## src/rtl/writeback_stage_pkg.sv

```systemverilog
// Shared definitions for the MEM/WB writeback stage: widths, writeback select codes, FSM states.
package writeback_stage_pkg;
   localparam int unsigned DATA_W = 16;
   localparam int unsigned REG_W  = 4;
   localparam int unsigned CNT_W  = 16;

   typedef enum logic [1:0] {
      WB_ALU = 2'd0,
      WB_MEM = 2'd1,
      WB_PC  = 2'd2,
      WB_RSV = 2'd3
   } wb_sel_e;

   typedef enum logic [1:0] {
      IDLE   = 2'd0,
      RUN    = 2'd1,
      HALTED = 2'd2
   } state_e;
endpackage

```

## src/rtl/writeback_stage_if.sv

```systemverilog
// MEM-side inputs and register-file/forwarding outputs of the writeback stage.
interface writeback_stage_if #(
   parameter int unsigned DATA_W = writeback_stage_pkg::DATA_W,
   parameter int unsigned REG_W  = writeback_stage_pkg::REG_W,
   parameter int unsigned CNT_W  = writeback_stage_pkg::CNT_W
);
   logic              stall;
   logic              flush;
   logic              mem_valid;
   logic [REG_W-1:0]  mem_DstReg;
   logic              mem_WriteReg;
   logic [1:0]        mem_wb_sel;
   logic [DATA_W-1:0] mem_AluOut;
   logic [DATA_W-1:0] mem_MemData;
   logic [DATA_W-1:0] mem_PcPlus2;
   logic              mem_halt;
   logic [REG_W-1:0]  DstReg;
   logic              WriteReg;
   logic [DATA_W-1:0] DstData;
   logic              wb_fwd_valid;
   logic              halt;
   logic [CNT_W-1:0]  retired;

   modport master (
      output stall, flush, mem_valid, mem_DstReg, mem_WriteReg, mem_wb_sel,
             mem_AluOut, mem_MemData, mem_PcPlus2, mem_halt,
      input  DstReg, WriteReg, DstData, wb_fwd_valid, halt, retired
   );

   modport slave (
      input  stall, flush, mem_valid, mem_DstReg, mem_WriteReg, mem_wb_sel,
             mem_AluOut, mem_MemData, mem_PcPlus2, mem_halt,
      output DstReg, WriteReg, DstData, wb_fwd_valid, halt, retired
   );
endinterface

```

## src/rtl/writeback_stage_wb_mux.sv

```systemverilog
// 3:1 writeback value select; a bubble produces zero.
module wb_mux
   import writeback_stage_pkg::*;
#(
   parameter int unsigned DATA_W = writeback_stage_pkg::DATA_W
) (
   input  logic              valid,
   input  wb_sel_e           sel,
   input  logic [DATA_W-1:0] alu,
   input  logic [DATA_W-1:0] mem,
   input  logic [DATA_W-1:0] pc,
   output logic [DATA_W-1:0] data
);
   always_comb begin
      data = '0;
      if (valid) begin
         case (sel)
            WB_MEM:  data = mem;
            WB_PC:   data = pc;
            default: data = alu;
         endcase
      end
   end
endmodule

```

## src/rtl/writeback_stage.sv

```systemverilog
// MEM/WB pipeline register, writeback mux, halt retirement and retired-instruction counter.
module writeback_stage
   import writeback_stage_pkg::*;
#(
   parameter int unsigned DATA_W = writeback_stage_pkg::DATA_W,
   parameter int unsigned REG_W  = writeback_stage_pkg::REG_W,
   parameter int unsigned CNT_W  = writeback_stage_pkg::CNT_W
) (
   input logic             clk,
   input logic             rst,
   writeback_stage_if.slave bus
);
   logic              wb_valid;
   logic [REG_W-1:0]  wb_DstReg;
   logic              wb_WriteReg;
   wb_sel_e           wb_sel;
   logic [DATA_W-1:0] wb_AluOut;
   logic [DATA_W-1:0] wb_MemData;
   logic [DATA_W-1:0] wb_PcPlus2;
   logic              wb_halt;
   logic              written;
   state_e            state;
   logic              halt_q;
   logic [CNT_W-1:0]  retired_q;

   logic              write_en;
   logic              retire_now;
   logic              halt_now;

   // written keeps a stalled entry from writing or counting more than once
   always_comb begin
      write_en   = wb_valid & wb_WriteReg & ~wb_halt & (wb_DstReg != '0)
                   & ~written & (state != HALTED);
      retire_now = wb_valid & ~wb_halt & ~written & (state != HALTED);
      halt_now   = wb_valid & wb_halt & ~written & (state != HALTED);
   end

   always_ff @(posedge clk) begin
      if (!rst || bus.flush) begin
         wb_valid    <= 1'b0;
         wb_DstReg   <= '0;
         wb_WriteReg <= 1'b0;
         wb_sel      <= WB_ALU;
         wb_AluOut   <= '0;
         wb_MemData  <= '0;
         wb_PcPlus2  <= '0;
         wb_halt     <= 1'b0;
         written     <= 1'b0;
      end else if (bus.stall) begin
         written     <= written | write_en | retire_now;
      end else begin
         wb_valid    <= bus.mem_valid;
         wb_DstReg   <= bus.mem_DstReg;
         wb_WriteReg <= bus.mem_WriteReg;
         wb_sel      <= wb_sel_e'(bus.mem_wb_sel);
         wb_AluOut   <= bus.mem_AluOut;
         wb_MemData  <= bus.mem_MemData;
         wb_PcPlus2  <= bus.mem_PcPlus2;
         wb_halt     <= bus.mem_halt;
         written     <= 1'b0;
      end
   end

   // A HLT arriving as the very first instruction halts straight from IDLE
   always_ff @(posedge clk) begin
      if (!rst) begin
         state     <= IDLE;
         halt_q    <= 1'b0;
         retired_q <= '0;
      end else begin
         if (retire_now && (retired_q != '1))
            retired_q <= retired_q + CNT_W'(1);
         case (state)
            IDLE: begin
               if (halt_now) begin
                  state  <= HALTED;
                  halt_q <= 1'b1;
               end else if (wb_valid) begin
                  state  <= RUN;
               end
            end
            RUN: begin
               if (halt_now) begin
                  state  <= HALTED;
                  halt_q <= 1'b1;
               end
            end
            HALTED:  halt_q <= 1'b1;
            default: state  <= IDLE;
         endcase
      end
   end

   wb_mux #(.DATA_W(DATA_W)) u_wb_mux (
      .valid (wb_valid),
      .sel   (wb_sel),
      .alu   (wb_AluOut),
      .mem   (wb_MemData),
      .pc    (wb_PcPlus2),
      .data  (bus.DstData)
   );

   assign bus.DstReg       = wb_DstReg;
   assign bus.WriteReg     = write_en;
   assign bus.wb_fwd_valid = write_en;
   assign bus.halt         = halt_q;
   assign bus.retired      = retired_q;
endmodule

```

## src/flat_wrapper.sv

```systemverilog
// flat-port wrapper written by rule: the top's interface ports become plain ports
module writeback_stage_flat import writeback_stage_pkg::*;
#(
   parameter int unsigned DATA_W = writeback_stage_pkg::DATA_W,
   parameter int unsigned REG_W  = writeback_stage_pkg::REG_W,
   parameter int unsigned CNT_W  = writeback_stage_pkg::CNT_W
)
  (clk, rst, bus_stall, bus_flush, bus_mem_valid, bus_mem_DstReg, bus_mem_WriteReg, bus_mem_wb_sel, bus_mem_AluOut, bus_mem_MemData, bus_mem_PcPlus2, bus_mem_halt, bus_DstReg, bus_WriteReg, bus_DstData, bus_wb_fwd_valid, bus_halt, bus_retired);
  writeback_stage_if #(.DATA_W(DATA_W), .REG_W(REG_W), .CNT_W(CNT_W)) bus_i ();
  input logic clk;
  input logic rst;
  input wire logic [$bits(bus_i.stall)-1:0] bus_stall;
  input wire logic [$bits(bus_i.flush)-1:0] bus_flush;
  input wire logic [$bits(bus_i.mem_valid)-1:0] bus_mem_valid;
  input wire logic [$bits(bus_i.mem_DstReg)-1:0] bus_mem_DstReg;
  input wire logic [$bits(bus_i.mem_WriteReg)-1:0] bus_mem_WriteReg;
  input wire logic [$bits(bus_i.mem_wb_sel)-1:0] bus_mem_wb_sel;
  input wire logic [$bits(bus_i.mem_AluOut)-1:0] bus_mem_AluOut;
  input wire logic [$bits(bus_i.mem_MemData)-1:0] bus_mem_MemData;
  input wire logic [$bits(bus_i.mem_PcPlus2)-1:0] bus_mem_PcPlus2;
  input wire logic [$bits(bus_i.mem_halt)-1:0] bus_mem_halt;
  output wire logic [$bits(bus_i.DstReg)-1:0] bus_DstReg;
  output wire logic [$bits(bus_i.WriteReg)-1:0] bus_WriteReg;
  output wire logic [$bits(bus_i.DstData)-1:0] bus_DstData;
  output wire logic [$bits(bus_i.wb_fwd_valid)-1:0] bus_wb_fwd_valid;
  output wire logic [$bits(bus_i.halt)-1:0] bus_halt;
  output wire logic [$bits(bus_i.retired)-1:0] bus_retired;
  assign bus_i.stall = bus_stall;
  assign bus_i.flush = bus_flush;
  assign bus_i.mem_valid = bus_mem_valid;
  assign bus_i.mem_DstReg = bus_mem_DstReg;
  assign bus_i.mem_WriteReg = bus_mem_WriteReg;
  assign bus_i.mem_wb_sel = bus_mem_wb_sel;
  assign bus_i.mem_AluOut = bus_mem_AluOut;
  assign bus_i.mem_MemData = bus_mem_MemData;
  assign bus_i.mem_PcPlus2 = bus_mem_PcPlus2;
  assign bus_i.mem_halt = bus_mem_halt;
  assign bus_DstReg = bus_i.DstReg;
  assign bus_WriteReg = bus_i.WriteReg;
  assign bus_DstData = bus_i.DstData;
  assign bus_wb_fwd_valid = bus_i.wb_fwd_valid;
  assign bus_halt = bus_i.halt;
  assign bus_retired = bus_i.retired;
  writeback_stage #(.DATA_W(DATA_W), .REG_W(REG_W), .CNT_W(CNT_W)) u_core (.clk(clk), .rst(rst), .bus(bus_i));
endmodule
```

## config.mk

```make
export PLATFORM = sky130hd
export DESIGN_NAME = writeback_stage_flat
export DESIGN_NICKNAME = d
export VERILOG_FILES = /design/src/rtl/writeback_stage_pkg.sv /design/src/rtl/writeback_stage_if.sv /design/src/rtl/writeback_stage_wb_mux.sv /design/src/rtl/writeback_stage.sv /design/src/flat_wrapper.sv
export SDC_FILE = /design/constraint.sdc
export NUM_CORES = 1
export LEC_CHECK = 0
export BUFFER_PORTS_ARGS = -buffer_cell sky130_fd_sc_hd__buf_2
export CAP_MARGIN = 20
export CORE_ASPECT_RATIO = 0.6
export CORE_UTILIZATION = 40
export DETAILED_ROUTE_END_ITERATION = 7
export PLACE_DENSITY_LB_ADDON = 0.12
export SLEW_MARGIN = 20
export SYNTH_ARGS = -nofsm -noshare
export SYNTH_HDL_FRONTEND = slang
export SYNTH_SLANG_ARGS = --single-unit
```

## constraint.sdc

```tcl
create_clock -name clk -period 1.9 [get_ports clk]
set_input_delay 0.57 -clock clk [delete_from_list [all_inputs] [get_ports clk]]
set_output_delay 0.57 -clock clk [all_outputs]
set_load 0.05 [all_outputs]
```

Word level (Yosys, flattened, before mapping)
Index checks and enable logic that the tools add are counted.
{"block": "totals", "word_cells": 57, "regBits": 77, "input_bits": 61, "out_inout_bits": 39}
{"block": "op_classes", "reduce_logical": 10, "n_addsub": 1, "n_mux": 8, "bitwise": 17, "n_eq_ne": 9}
{"op": "16-bit case mux with 2 select lines", "count": 1}
{"op": "16-bit by 1-bit adder with 16-bit output (second input constant)", "count": 1}
{"op": "16-bit two-way mux", "count": 1}
{"op": "16-bit inequality test (second input constant)", "count": 1}
{"op": "1-bit AND", "count": 11}
{"op": "2-bit two-way mux", "count": 3}
{"op": "2-bit case mux with 3 select lines", "count": 1}
{"op": "2-bit by 1-bit equality test with 1-bit output (second input constant)", "count": 2}
{"op": "2-bit equality test (second input constant)", "count": 2}
{"op": "2-bit by 1-bit inequality test with 1-bit output (second input constant)", "count": 2}
{"op": "1-bit inverter", "count": 4}
{"op": "4-bit nonzero test", "count": 1}
{"op": "2-bit OR reduction", "count": 2}
{"op": "3-bit by 1-bit inequality test with 1-bit output (second input constant)", "count": 1}
{"op": "3-bit AND reduction", "count": 1}
{"op": "2-bit logical NOT", "count": 1}
{"op": "2-bit inequality test (second input constant)", "count": 1}
{"op": "1-bit bitwise OR", "count": 2}
{"op": "1-bit case mux with 2 select lines", "count": 1}
{"op": "2-bit AND reduction", "count": 1}
{"op": "2-bit nonzero test", "count": 1}
{"op": "1-bit logical AND", "count": 1}
{"op": "1-bit logical NOT", "count": 1}
{"op": "1-bit logical OR", "count": 1}
{"op": "1-bit two-way mux", "count": 1}

Depth between registers and ports, before layout
{"block": "depth", "depth_word": 7, "depth_mapped": 7, "depth_no_buf": 5}

Modules after synthesis
A second synthesis with hierarchy kept.
{"block": "unflattened", "hier_cells": 364, "area_unflattened_um2": 3465.8}
{"module": "writeback_stage", "n_inst": 1, "cells_each": 304, "seq_area_each_um2": 1541.5, "area_each_um2": 2999.1}
{"module": "wb_mux", "n_inst": 1, "cells_each": 60, "seq_area_each_um2": 0.0, "area_each_um2": 466.7}

Worst setup path before layout
OpenSTA, ideal clock, no wires.
{"block": "synth_path", "path_kind": "register -> output", "start": "register u_core.written", "end": "output port bus_wb_fwd_valid", "setup_slack_ps": -706, "t_arrival_ps": 2036, "n_path_buf": 2, "path_stages_with_launch": 6, "required_time_ps": 1330, "cell_sequence": "dfxtp_1 > nand2b_1 > or3_1 > clkbuf_1 > nor2_1 > buf_4"}
{"block": "synth_between", "elab_chain_len": 3}
{"element": "from (decl)", "line": "writeback_stage.sv:21", "source": "logic written;"}
{"element": "from (signal assigned)", "line": "writeback_stage.sv:50", "source": "written <= written | write_en | retire_now;"}
{"element": "1-bit inverter", "line": "writeback_stage.sv:33", "source": "& ~written & (state != HALTED);"}
{"element": "1-bit AND (2 in a row)", "line": "writeback_stage.sv:33"}
{"element": "to (decl)", "line": "flat_wrapper.sv:25", "source": "output wire logic [$bits(bus_i.wb_fwd_valid)-1:0] bus_wb_fwd_valid;"}
No other way between the ends.

Final worst setup path
{"block": "layout_path", "start": "register u_core.wb_sel[0]", "end": "output port bus_DstData[10]"}
{"block": "layout_between", "elab_chain_len": 3, "word_cells_on_any_way": 4, "classes_between": "eq/ne: 2; mux: 2"}
{"element": "from (decl)", "line": "writeback_stage.sv:16", "source": "wb_sel_e wb_sel;"}
{"element": "from (signal assigned)", "line": "writeback_stage.sv:55", "source": "wb_sel <= wb_sel_e'(bus.mem_wb_sel);"}
{"element": "2-bit equality test or 2-bit by 1-bit equality test with 1-bit output (tied branches)", "line": "writeback_stage_wb_mux.sv:17", "source": "case (sel)"}
{"element": "16-bit case mux with 2 select lines *", "line": "writeback_stage_wb_mux.sv:17"}
{"element": "16-bit two-way mux *", "line": "writeback_stage_wb_mux.sv:16", "source": "if (valid) begin"}
{"element": "to (decl)", "line": "flat_wrapper.sv:24", "source": "output wire logic [$bits(bus_i.DstData)-1:0] bus_DstData;"}
Every way passes the cells marked *; elsewhere a longest branch is shown, timed or not.

==> impl_metrics.json <==
{
  "die_x_um": 122,
  "worstPathMaxFanout": 8,
  "fin_ws_ns": -0.306,
  "layout-drive-gt1-share_pct": 42.7,
  "finalCriticalPeriod_ns": 2.21,
  "port_buffers": 99,
  "hpwlAfterDp_um": 6580,
  "cap_violations": 0,
  "crit_arrival_ns": 1.64,
  "fp-row-count": 25,
  "gp_congestion": 0.864,
  "nNetsFinal": 569,
  "clock_skew_ns": 0.00533,
  "num_vias": 3197,
  "p_total_w": 0.00389,
  "grt_pass1_wl_um": 15000,
  "async_reset_ff_share_pct": 0,
  "cts_root_buf": "clkbuf_16",
  "syn_area_sq_um": 3460,
  "relSlewSlack_pct": 74.4,
  "cts_made_buffers": 9,
  "initial_core_util_pct": 42.5,
  "grt.overflow.total": 0,
  "ioPinCount": 100,
  "critPathRequiredTime_ns": 1.33,
  "synthCells": 384,
  "grt_antenna_before_repair": 1,
  "hold_viol": 0,
  "drv_slew": 0,
  "cts.sinks": 77,
  "ys.flop_type": "dfxtp_1",
  "p_per_area_nw_per_um2": 762,
  "viasPerCell": 5.17,
  "clkSlewWorstSetupHoldPaths_ns": 0.06,
  "pre_cts_ws_ns": -0.201,
  "synth_cell_type_count": 43,
  "failed_checks": "negative setup slack",
  "wirelength_um": 9740,
  "core_area_sq_um": 8130,
  "ys_seq_elements": 77,
  "status": "finished with violations",
  "synth_fp_nets": 448,
  "clockBufferDepth": 2,
  "drt_iter0_drc": 184,
  "grt_pass1_vias": 2989,
  "cts_max_level": 3,
  "grt_max_degree": 26,
  "fin_util_pct": 62.7,
  "synth.avg_cell_area_sq_um": 9.01,
  "synth-seq-area-share_pct": 44.6,
  "setup_violations": 18,
  "worst_setup_path_end_kind": "primary output",
  "die_h_um": 74.0,
  "cp-start-kind": "register",
  "peakVddDrop_v": 0.000460,
  "hp-class": "reg -> reg",
  "clk_latency_ns": 0.34,
  "area_growth_pct": 47.5,
  "fin_crit_sh_pct": 116,
  "drcViolationCount": 0,
  "path_class": "reg -> out",
  "dr.pass1.iters": 4,
  "synth_edf_count": 0,
  "p_leak_nw": 2.23,
  "fin_tns_setup_ns": -4.92,
  "timing.hold.ws_ns": 0.423,
  "wire_per_inst_um": 15.8,
  "rsz0062_at_grt": "yes",
  "track_usage_pct": 22.2,
  "worst_pin_slew_ns": 0.384,
  "tritoncts": "done",
  "clock.fmax_mhz": 453,
  "synth_warnings": 0,
  "ant_nets": 0,
  "die_area_sq_um": 9030,
  "hold_buffers": 0,
  "antenna_cells": 0
}
final timing paths:
check,startpoint,to,slack (ns),cells past startpoint
setup / recovery,u_core.wb_sel[0],bus_DstData[10],-0.31,7
hold / removal,u_core.state[1],u_core.state[0],0.42,1
setup reg to reg,u_core.state[1],u_core.bus.retired[3],0.04,6
hold reg to reg,u_core.state[1],u_core.state[0],0.42,1
power by group:
part / internal (W) / switching [W]
Sequential: 0.00165 / 0.0000297
Clock: 0.00116 / 0.000657
Combinational: 0.000187 / 0.000194
Total: 0.00301 / 0.000880
sequential cells by signal, indices dropped and copies added, names as in the netlist:
name                flops
u_core.bus.retired     16
u_core.bus.DstReg       4
u_core.wb_AluOut       16
u_core.written          1
u_core.wb_PcPlus2      16
u_core.wb_valid         1
u_core.wb_WriteReg      1
u_core.wb_halt          1
u_core.bus.halt         1
u_core.wb_MemData      16
u_core.wb_sel           2
u_core.state            2
through the flow:
step | instances | cell area (sq um)
final | 618 | 5100
after floorplan | 384 | 3550
after global placement | 593 | 4340
after detailed placement | 593 | 4340
after CTS | 614 | 4960
after global routing | 618 | 5100
worst max-delay path: stages, from the launching register on:
cell       delay [ns]
dfxtp_2          0.33
inv_2            0.04
ha_4             0.32
clkbuf_16        0.18
nand2_2          0.05
o21ai_1          0.07
and2_4           0.17
buf_8            0.14
synth_stat cells (7+ instances only):
cell type  count  area share [%]
and2_1        16             2.9
a22oi_1       16             3.5
o21ai_0       21             3.0
clkbuf_1      18             2.0
a21oi_1        8             1.2
mux2i_1       62              18
dfxtp_1       77              45
nor2_1        61             6.6
nand2_1       26             2.8
nand2b_1       7             1.3
cell type report:
cell class	instances	area [sq um]
Inverter	6	22.5
Sequential cell	77	1570
Tap cell	108	135
Fill cell	674	3030
Multi-Input combinational cell	274	1980
Clock inverter	3	40.0
Clock buffer	13	282
Timing Repair Buffer	137	1070
per-layer routing:
layer | track usage [%] | part of all wire, % | vias to the layer above | routed length, um
met3 | 7.06 | 6.9 | 7 | 673
met4 | 7.00 | 0.59 | 2 | 57
li1 | - | - | 1601 | -
met2 | 32.0 | 42 | 98 | 4120
met1 | 31.6 | 50 | 1489 | 4880
met5 | 0 | 0.13 | - | 13
placed cells by master, fill, tap and decap left out, types with 2 or more instances in the layout:
master	synthesis	routed
nor2_1	61	60
o21ai_0	21	7
o211a_1	2	2
ha_4	0	2
o21ai_1	0	11
nor4_1	4	2
a21oi_1	8	7
buf_2	2	80
or4_1	5	3
clkbuf_16	0	11
o21ai_2	0	3
or3_1	3	2
or4_4	0	2
nor4_2	1	3
nand3_1	5	5
a22oi_1	16	4
clkbuf_8	0	2
nand2_2	0	5
dfxtp_2	0	12
nor3_1	5	5
mux2i_1	62	62
o41ai_1	2	2
buf_4	1	27
and3_1	2	2
and4_1	2	2
and2_4	0	16
clkinv_2	0	2
buf_6	1	9
dfxtp_1	77	62
a22oi_2	0	12
o211ai_1	3	3
a211oi_1	3	3
buf_12	0	6
nand4_1	2	2
dfxtp_4	0	3
buf_8	0	13
nand2b_1	7	5
inv_1	5	4
o31ai_1	3	3
nand2_1	26	21
cells by family (layout without fill, tap and decap cells):
| logic type | after synthesis | in the layout | share of synthesized area, % |
|---|---|---|---|
| flops | 77 | 77 | 44.6 |
| buf+inv | 33 | 159 | 3.98 |
| compound gates | 62 | 62 | 11.5 |
| mux | 62 | 62 | 17.9 |
| fa+ha+maj | 3 | 3 | 1.09 |
| simple gates | 147 | 147 | 20.9 |
repair_timing:
action / CTS / global route
cloned: 1 / 1
gates resized for setup: 81 / 30
pin swaps: 7 / 8
endpoints found under the setup margin: 18 / 23
buffers inserted: 4 / 3
Note: power is estimated with default switching activity, not from simulation.
